[src/rtl/view_pkg.sv]
// Shared view-side constants for the sprite draw engines: screen geometry,
// field widths, draw FSM state encoding and the on-screen test.
package view_pkg;

    localparam int X_W      = 8;
    localparam int Y_W      = 7;
    localparam int DIM_W    = 6;
    localparam int COLOUR_W = 3;
    localparam int ADDR_W   = 12;
    localparam int SCREEN_W = 160;
    localparam int SCREEN_H = 120;

    localparam logic [COLOUR_W-1:0] TRANSPARENT_COLOUR = 3'b000;

    localparam logic [X_W:0] X_LIMIT = 9'd160;
    localparam logic [Y_W:0] Y_LIMIT = 8'd120;

    typedef enum logic [2:0] {
        ST_IDLE    = 3'd0,
        ST_LOAD    = 3'd1,
        ST_RUN     = 3'd2,
        ST_FLUSH   = 3'd3,
        ST_DONE    = 3'd4,
        ST_RELEASE = 3'd5
    } draw_state_e;

    // Coordinates arrive one bit wider than the screen fields so they never wrap.
    function automatic logic in_screen(input logic [X_W:0] x, input logic [Y_W:0] y);
        return (x < X_LIMIT) && (y < Y_LIMIT);
    endfunction

endpackage

[src/rtl/sprite_draw_engine_if.sv]
// Draw handshake, colour ROM port and VGA pixel-write port of one sprite engine.
// master = view FSM / ROM / VGA side, slave = the engine.
interface sprite_draw_engine_if;
    import view_pkg::*;

    logic                enable_draw;
    logic [X_W-1:0]      obj_x;
    logic [Y_W-1:0]      obj_y;
    logic [DIM_W-1:0]    obj_w;
    logic [DIM_W-1:0]    obj_h;
    logic [ADDR_W-1:0]   rom_base;
    logic [ADDR_W-1:0]   rom_addr;
    logic [COLOUR_W-1:0] rom_q;
    logic [X_W-1:0]      vga_x;
    logic [Y_W-1:0]      vga_y;
    logic [COLOUR_W-1:0] vga_colour;
    logic                vga_plot;
    logic                draw_done;
    logic                busy;

    modport master (
        output enable_draw, obj_x, obj_y, obj_w, obj_h, rom_base, rom_q,
        input  rom_addr, vga_x, vga_y, vga_colour, vga_plot, draw_done, busy
    );

    modport slave (
        input  enable_draw, obj_x, obj_y, obj_w, obj_h, rom_base, rom_q,
        output rom_addr, vga_x, vga_y, vga_colour, vga_plot, draw_done, busy
    );

endinterface

[src/rtl/sprite_raster_counter.sv]
// Raster walker for one sprite: column/row counters, linear ROM address and
// a flag marking the final pixel of the rectangle.
module sprite_raster_counter
    import view_pkg::*;
(
    input  logic              clk,
    input  logic              reset,
    input  logic              load,
    input  logic              step,
    input  logic [DIM_W-1:0]  w,
    input  logic [DIM_W-1:0]  h,
    input  logic [ADDR_W-1:0] base,
    output logic [DIM_W-1:0]  col,
    output logic [DIM_W-1:0]  row,
    output logic [ADDR_W-1:0] addr,
    output logic              last
);

    logic [DIM_W-1:0]  w_r;
    logic [DIM_W-1:0]  h_r;
    logic [DIM_W-1:0]  col_r;
    logic [DIM_W-1:0]  row_r;
    logic [ADDR_W-1:0] addr_r;

    // Counter and address registers; the address simply follows raster order.
    always_ff @(posedge clk) begin
        if (reset) begin
            w_r    <= {DIM_W{1'b0}};
            h_r    <= {DIM_W{1'b0}};
            col_r  <= {DIM_W{1'b0}};
            row_r  <= {DIM_W{1'b0}};
            addr_r <= {ADDR_W{1'b0}};
        end else if (load) begin
            w_r    <= w;
            h_r    <= h;
            col_r  <= {DIM_W{1'b0}};
            row_r  <= {DIM_W{1'b0}};
            addr_r <= base;
        end else if (step) begin
            addr_r <= addr_r + 12'd1;
            if (col_r == w_r - 6'd1) begin
                col_r <= {DIM_W{1'b0}};
                row_r <= row_r + 6'd1;
            end else begin
                col_r <= col_r + 6'd1;
            end
        end else begin
            addr_r <= addr_r;
        end
    end

    assign col  = col_r;
    assign row  = row_r;
    assign addr = addr_r;
    assign last = (col_r == w_r - 6'd1) && (row_r == h_r - 6'd1);

endmodule

[src/rtl/sprite_draw_engine.sv]
// Draw-handshake responder: rasterises one sprite from a colour ROM into the
// VGA pixel port. Optional colour keying is enabled by SPRITE_TRANSPARENT_EN.
module sprite_draw_engine
    import view_pkg::*;
(
    input  logic               clk,
    input  logic               reset,
    sprite_draw_engine_if.slave bus
);

    draw_state_e         state_r;
    draw_state_e         state_s;
    logic                load_s;
    logic                step_s;
    logic                busy_s;
    logic                done_s;
    logic                zero_size_s;
    logic [X_W-1:0]      x_r;
    logic [Y_W-1:0]      y_r;
    logic [DIM_W-1:0]    col_s;
    logic [DIM_W-1:0]    row_s;
    logic [ADDR_W-1:0]   addr_s;
    logic                last_s;
    logic [X_W:0]        sum_x_s;
    logic [Y_W:0]        sum_y_s;
    logic                pix_valid_r;
    logic                in_screen_r;
    logic [X_W-1:0]      px_r;
    logic [Y_W-1:0]      py_r;
    logic                plot_s;
    logic [COLOUR_W-1:0] colour_s;

    sprite_raster_counter u_counter (
        .clk   (clk),
        .reset (reset),
        .load  (load_s),
        .step  (step_s),
        .w     (bus.obj_w),
        .h     (bus.obj_h),
        .base  (bus.rom_base),
        .col   (col_s),
        .row   (row_s),
        .addr  (addr_s),
        .last  (last_s)
    );

    assign zero_size_s = (bus.obj_w == {DIM_W{1'b0}}) || (bus.obj_h == {DIM_W{1'b0}});

    // FSM state register.
    always_ff @(posedge clk) begin
        if (reset) begin
            state_r <= ST_IDLE;
        end else begin
            state_r <= state_s;
        end
    end

    // FSM next state; a dropped request during LOAD/RUN abandons the sprite.
    always_comb begin
        state_s = state_r;
        case (state_r)
            ST_IDLE: begin
                if (bus.enable_draw) state_s = ST_LOAD;
                else                 state_s = ST_IDLE;
            end
            ST_LOAD: begin
                if (!bus.enable_draw) state_s = ST_IDLE;
                else if (zero_size_s) state_s = ST_DONE;
                else                  state_s = ST_RUN;
            end
            ST_RUN: begin
                if (!bus.enable_draw) state_s = ST_IDLE;
                else if (last_s)      state_s = ST_FLUSH;
                else                  state_s = ST_RUN;
            end
            ST_FLUSH:   state_s = ST_DONE;
            ST_DONE:    state_s = ST_RELEASE;
            ST_RELEASE: begin
                if (bus.enable_draw) state_s = ST_RELEASE;
                else                 state_s = ST_IDLE;
            end
            default:    state_s = ST_IDLE;
        endcase
    end

    // FSM output decode.
    always_comb begin
        load_s = 1'b0;
        step_s = 1'b0;
        busy_s = 1'b0;
        done_s = 1'b0;
        case (state_r)
            ST_LOAD: begin
                load_s = 1'b1;
                busy_s = 1'b1;
            end
            ST_RUN: begin
                step_s = bus.enable_draw;
                busy_s = 1'b1;
            end
            ST_FLUSH: busy_s = 1'b1;
            ST_DONE:  done_s = 1'b1;
            default: begin
                load_s = 1'b0;
                busy_s = 1'b0;
            end
        endcase
    end

    // Sprite origin captured in LOAD so later input changes are ignored.
    always_ff @(posedge clk) begin
        if (reset) begin
            x_r <= {X_W{1'b0}};
            y_r <= {Y_W{1'b0}};
        end else if (load_s) begin
            x_r <= bus.obj_x;
            y_r <= bus.obj_y;
        end else begin
            x_r <= x_r;
            y_r <= y_r;
        end
    end

    assign sum_x_s = {1'b0, x_r} + {{(X_W + 1 - DIM_W){1'b0}}, col_s};
    assign sum_y_s = {1'b0, y_r} + {{(Y_W + 1 - DIM_W){1'b0}}, row_s};

    // Pixel stage: coordinates travel alongside the one-cycle ROM read.
    always_ff @(posedge clk) begin
        if (reset) begin
            pix_valid_r <= 1'b0;
            in_screen_r <= 1'b0;
            px_r        <= {X_W{1'b0}};
            py_r        <= {Y_W{1'b0}};
        end else begin
            pix_valid_r <= step_s;
            if (step_s) begin
                px_r        <= sum_x_s[X_W-1:0];
                py_r        <= sum_y_s[Y_W-1:0];
                in_screen_r <= in_screen(sum_x_s, sum_y_s);
            end else begin
                in_screen_r <= in_screen_r;
            end
        end
    end

    // Pixel write strobe and colour, qualified in the cycle rom_q is valid.
    always_comb begin
        colour_s = {COLOUR_W{1'b0}};
        plot_s   = 1'b0;
        if (pix_valid_r) begin
            colour_s = bus.rom_q;
`ifdef SPRITE_TRANSPARENT_EN
            plot_s   = in_screen_r && (bus.rom_q != TRANSPARENT_COLOUR);
`else
            plot_s   = in_screen_r;
`endif
        end else begin
            colour_s = {COLOUR_W{1'b0}};
            plot_s   = 1'b0;
        end
    end

    assign bus.rom_addr   = addr_s;
    assign bus.vga_x      = px_r;
    assign bus.vga_y      = py_r;
    assign bus.vga_colour = colour_s;
    assign bus.vga_plot   = plot_s;
    assign bus.draw_done  = done_s;
    assign bus.busy       = busy_s;

endmodule

[src/flat_wrapper.sv]
// flat-port wrapper written by rule: the top's interface ports become plain ports
module sprite_draw_engine_flat import view_pkg::*;
  (clk, reset, bus_enable_draw, bus_obj_x, bus_obj_y, bus_obj_w, bus_obj_h, bus_rom_base, bus_rom_q, bus_rom_addr, bus_vga_x, bus_vga_y, bus_vga_colour, bus_vga_plot, bus_draw_done, bus_busy);
  sprite_draw_engine_if bus_i ();
  input  logic clk;
  input  logic reset;
  input wire logic [$bits(bus_i.enable_draw)-1:0] bus_enable_draw;
  input wire logic [$bits(bus_i.obj_x)-1:0] bus_obj_x;
  input wire logic [$bits(bus_i.obj_y)-1:0] bus_obj_y;
  input wire logic [$bits(bus_i.obj_w)-1:0] bus_obj_w;
  input wire logic [$bits(bus_i.obj_h)-1:0] bus_obj_h;
  input wire logic [$bits(bus_i.rom_base)-1:0] bus_rom_base;
  input wire logic [$bits(bus_i.rom_q)-1:0] bus_rom_q;
  output wire logic [$bits(bus_i.rom_addr)-1:0] bus_rom_addr;
  output wire logic [$bits(bus_i.vga_x)-1:0] bus_vga_x;
  output wire logic [$bits(bus_i.vga_y)-1:0] bus_vga_y;
  output wire logic [$bits(bus_i.vga_colour)-1:0] bus_vga_colour;
  output wire logic [$bits(bus_i.vga_plot)-1:0] bus_vga_plot;
  output wire logic [$bits(bus_i.draw_done)-1:0] bus_draw_done;
  output wire logic [$bits(bus_i.busy)-1:0] bus_busy;
  assign bus_i.enable_draw = bus_enable_draw;
  assign bus_i.obj_x = bus_obj_x;
  assign bus_i.obj_y = bus_obj_y;
  assign bus_i.obj_w = bus_obj_w;
  assign bus_i.obj_h = bus_obj_h;
  assign bus_i.rom_base = bus_rom_base;
  assign bus_i.rom_q = bus_rom_q;
  assign bus_rom_addr = bus_i.rom_addr;
  assign bus_vga_x = bus_i.vga_x;
  assign bus_vga_y = bus_i.vga_y;
  assign bus_vga_colour = bus_i.vga_colour;
  assign bus_vga_plot = bus_i.vga_plot;
  assign bus_draw_done = bus_i.draw_done;
  assign bus_busy = bus_i.busy;
  sprite_draw_engine u_core (.clk(clk), .reset(reset), .bus(bus_i));
endmodule
[config.mk]
export PLATFORM = sky130hd
export DESIGN_NAME = sprite_draw_engine_flat
export DESIGN_NICKNAME = d
export VERILOG_FILES = /design/src/rtl/view_pkg.sv /design/src/rtl/sprite_draw_engine_if.sv /design/src/rtl/sprite_raster_counter.sv /design/src/rtl/sprite_draw_engine.sv /design/src/flat_wrapper.sv
export SDC_FILE = /design/constraint.sdc
export NUM_CORES = 1
export LEC_CHECK = 0
export ABC_AREA = 1
export BUFFER_PORTS_ARGS = -buffer_cell sky130_fd_sc_hd__buf_2
export CORE_UTILIZATION = 27
export DETAILED_ROUTE_END_ITERATION = 12
export GPL_TIMING_DRIVEN = 0
export HOLD_SLACK_MARGIN = 0.05
export PLACE_DENSITY = 0.45
export SLEW_MARGIN = 40
export SYNTH_ARGS = -nofsm -noshare
export SYNTH_HDL_FRONTEND = slang
export SYNTH_SLANG_ARGS = --single-unit
[constraint.sdc]
create_clock -name clk -period 1.9 [get_ports clk]
set_input_delay 0.19 -clock clk [delete_from_list [all_inputs] [get_ports clk]]
set_output_delay 0.19 -clock clk [all_outputs]
set_load 0.01 [all_outputs]
==> impl_metrics.py <==
metrics = {
    "floorplanning": {
        "io_pins": 78,
        "initial_core_util_pct": 27.5,
        "core_um2": 14500,
        "die_h_um": 123,
        "die_w_um": 123,
        "rows": 44,
        "die-area_um2": 15200,
    },
    "yosys": {
        "synth_area_leaders": "dfxtp_1 36%, nand2_1 15%, a21oi_1 6.3%",
        "synthFlopType": "dfxtp_1",
        "seq_area_frac_synth_pct": 35.7,
        "synth_area_leader_cell": "dfxtp_1",
        "netlist_instances": 573,
        "syn_nets": 637,
        "synth_area_per_cell_um2": 6.95,
        "ys_async_sr_fraction_pct": 0,
        "synth_cell_types": 34,
        "syn-cell-area_um2": 3980,
        "yosysMostFrequentCell": "nand2_1",
        "ys.warnings.count": 0,
        "synth_edf_count": 0,
        "synth_top_cells_by_count": "154 x nand2_1, 71 x dfxtp_1, 66 x inv_1, 50 x a21oi_1, 47 x nor2_1",
        "synth_top_area_share_pct": 35.7,
        "synth_seq_cells": 71,
    },
    "critical_path": {
        "worstPathArrival_ns": 2.04,
        "startpoint": "u_core.u_counter.row[0]$_SDFFE_PP0P_",
        "r2r_slack_ns": 0.07,
        "end_kind": "flip-flop",
        "cp-start-kind": "flip-flop",
        "crit_fanout": 3,
        "reg2regPathDepth": 13,
        "path_class": "reg2reg",
        "critPathCapture": "u_core.in_screen_r$_SDFFE_PP0P_",
        "r2r_end": "u_core.in_screen_r$_SDFFE_PP0P_",
        "cp_data_required_time_ns": 2.11,
        "reg2reg_from": "u_core.u_counter.row[0]$_SDFFE_PP0P_",
    },
    "detailed_routing": {
        "ant_nets": 0,
        "routed_wl_um": 11900,
        "route.detailed.drc": 0,
        "dr.pass1.iters": 4,
        "drt_iter0_markers": 237,
        "wire_per_inst_um": 13.9,
        "via_count": 3900,
        "routed_via_density": 4.57,
    },
    "final_layout": {
        "nets": 729,
        "syn_to_final_growth_pct": 26.3,
        "post-route-util_pct": 34.7,
        "layout-drive-gt1-share_pct": 21.8,
        "n_antenna_cell": 0,
        "fin_cells": 854,
    },
    "power_and_ir_drop": {
        "pwr_density_cell_nw_per_um2": 823,
        "leakage_nw": 2.39,
        "fin_total_pwr_mw": 4.14,
        "ir_worst_vdd_v": 0.000647,
    },
    "clock_network": {
        "path_clk_slew_ns": 0.06,
        "clkLatencyLatePin_ns": 0.35,
        "cts_sinks": 71,
        "clockBufferDepth": 2,
        "htreeDepth": 3,
        "hold_buffers": 0,
        "root_buffer": "clkbuf_16",
        "cts_tree": "done",
        "numCtsBuffers": 9,
    },
    "hold_path": {
        "hold_path_class": "in2reg",
    },
    "placement": {
        "place_ws_ns": -0.342,
        "place_congestion": 0.853,
        "numPortBuffers": 77,
        "dp.cells": 834,
        "dp_hpwl_um": 8950,
    },
    "timing": {
        "skew_ns": 0.0111,
        "fmax_mhz": 547,
        "hold_viol_final": 0,
        "whs_ns": 0.0790,
        "slew_viol_final": 0,
        "min_period_ns": 1.83,
        "post-route-period-util_pct": 96.2,
        "setup_slack_ns": 0.0730,
        "tightest_slew_ns": 0.745,
        "finalSetupViolations": 0,
        "slew_headroom_pct": 50.4,
        "rsz0062_at_grt": "yes",
    },
    "job": {
        "drv_cap": 0,
    },
    "global_routing": {
        "overflow": 0,
        "grtUsageTotal_pct": 16.8,
        "antenna_found_initial": 0,
        "grt_pass1_vias": 3613,
        "grt_pass1_wl_um": 18900,
        "grt_max_degree": 14,
    },
    "status": {
        "outcome": "finished clean",
    },
}
## registers in the layout, indices dropped and copies added, names as in the netlist, 6 cells and up
name and cells:
u_core.u_counter.row 6, u_core.u_counter.h_r 6, u_core.u_counter.w_r 6, u_core.bus.vga_y 7
u_core.bus.vga_x 8, u_core.x_r 8, u_core.u_counter.col 6, u_core.y_r 7
u_core.u_counter.addr 12
## cell families after synthesis
family	Yosys count	share of synthesized area [%]
buffers and inverters	87	8.61
XOR/XNOR	30	6.60
adder cells (fa/ha/maj)	19	6.35
AO/OA/AOI/OAI	99	13.3
AND/OR/NAND/NOR	267	29.4
flip-flops	71	35.7
## critical path, cell delays in order (launching register included)
cell and delay [ns]:
dfxtp_4 0.37, ha_4 0.14, inv_2 0.04, fa_2 0.40
inv_2 0.08, nand3_2 0.07, nand2_1 0.07, nand2_1 0.05
nand2_2 0.07, nand2_1 0.05, nor2_1 0.10, nand2_1 0.08
nand3_2 0.10, a21oi_1 0.06
## layout by cell type (no fill, tap or decap), types with 2 or more instances in the layout
master       n
a21oi_1     50
a22o_1       2
a31oi_1      2
buf_2       82
buf_4        4
bufinv_16    3
clkbuf_1    11
clkbuf_16    9
clkinv_4     3
dfxtp_1     65
dfxtp_2      5
fa_2         2
ha_1        15
inv_1       64
inv_2        5
nand2_1    152
nand2_2      4
nand2_4      2
nand3_1     28
nand3_2      6
nand4_1      8
nor2_1      47
nor2_2       8
nor2_4       3
nor3_1       4
nor4_1       2
o211ai_1     2
o21ai_0     36
o31ai_1      3
xnor2_1     15
xor2_1      14
## stage by stage
stage | cell area (um^2) | TNS, ns
final | 5030 | 0
after detailed placement | 4600 | -0.403
after global routing | 5030 | -0.0184
after CTS | 4960 | 0
after floorplan | 3980 | 0
after global placement | 4600 | -0.404
## layout make-up
cell class | count | area (um^2)
Fill cell | 1578 | 9450
Multi-Input combinational cell | 415 | 2260
Sequential cell | 71 | 1430
Timing Repair Buffer | 81 | 415
Inverter | 71 | 277
Tap cell | 184 | 230
Clock buffer | 9 | 225
Clock inverter | 7 | 120
Buffer | 16 | 66.3
## repair_timing
| action | in CTS | in global routing |
|---|---|---|
| buffers inserted | 1 | 3 |
| pin swaps | 0 | 7 |
| gates cloned | 0 | 0 |
| endpoints found under the setup margin | 3 | 13 |
| gates resized for setup | 6 | 15 |
| endpoints found under the hold margin | 0 | 0 |
## where the power goes
part	leakage [nW]	switching, mW	internal [mW]
combinational	1.64	0.320	0.205
sequential	0.580	0.0615	1.55
clock	0.166	0.710	1.29
## metal layers
| metal | up-vias | global-route usage, % | wire [um] |
|---|---|---|---|
| met3 | 12 | 5.17 | 577 |
| met4 | 0 | 4.89 | 179 |
| met5 | - | 0 | 0 |
| met1 | 1767 | 22.7 | 5880 |
| li1 | 2027 | - | - |
| met2 | 94 | 25.5 | 5230 |
## worst min-delay path by stage
stage / start / end / slack, ns / cells past startpoint
floorplan: bus_obj_x[0] / u_core.x_r[0]$_SDFFE_PP0P_ / 0.33 / 2
global placement: bus_obj_y[5] / u_core.y_r[5]$_SDFFE_PP0P_ / 0.44 / 3
detailed placement: bus_obj_y[0] / u_core.y_r[0]$_SDFFE_PP0P_ / 0.45 / 3
CTS: bus_obj_y[0] / u_core.y_r[0]$_SDFFE_PP0P_ / 0.08 / 3
global route: bus_obj_y[0] / u_core.y_r[0]$_SDFFE_PP0P_ / 0.09 / 3
finish: bus_obj_y[0] / u_core.y_r[0]$_SDFFE_PP0P_ / 0.08 / 3
(Power assumes the default switching activity.)
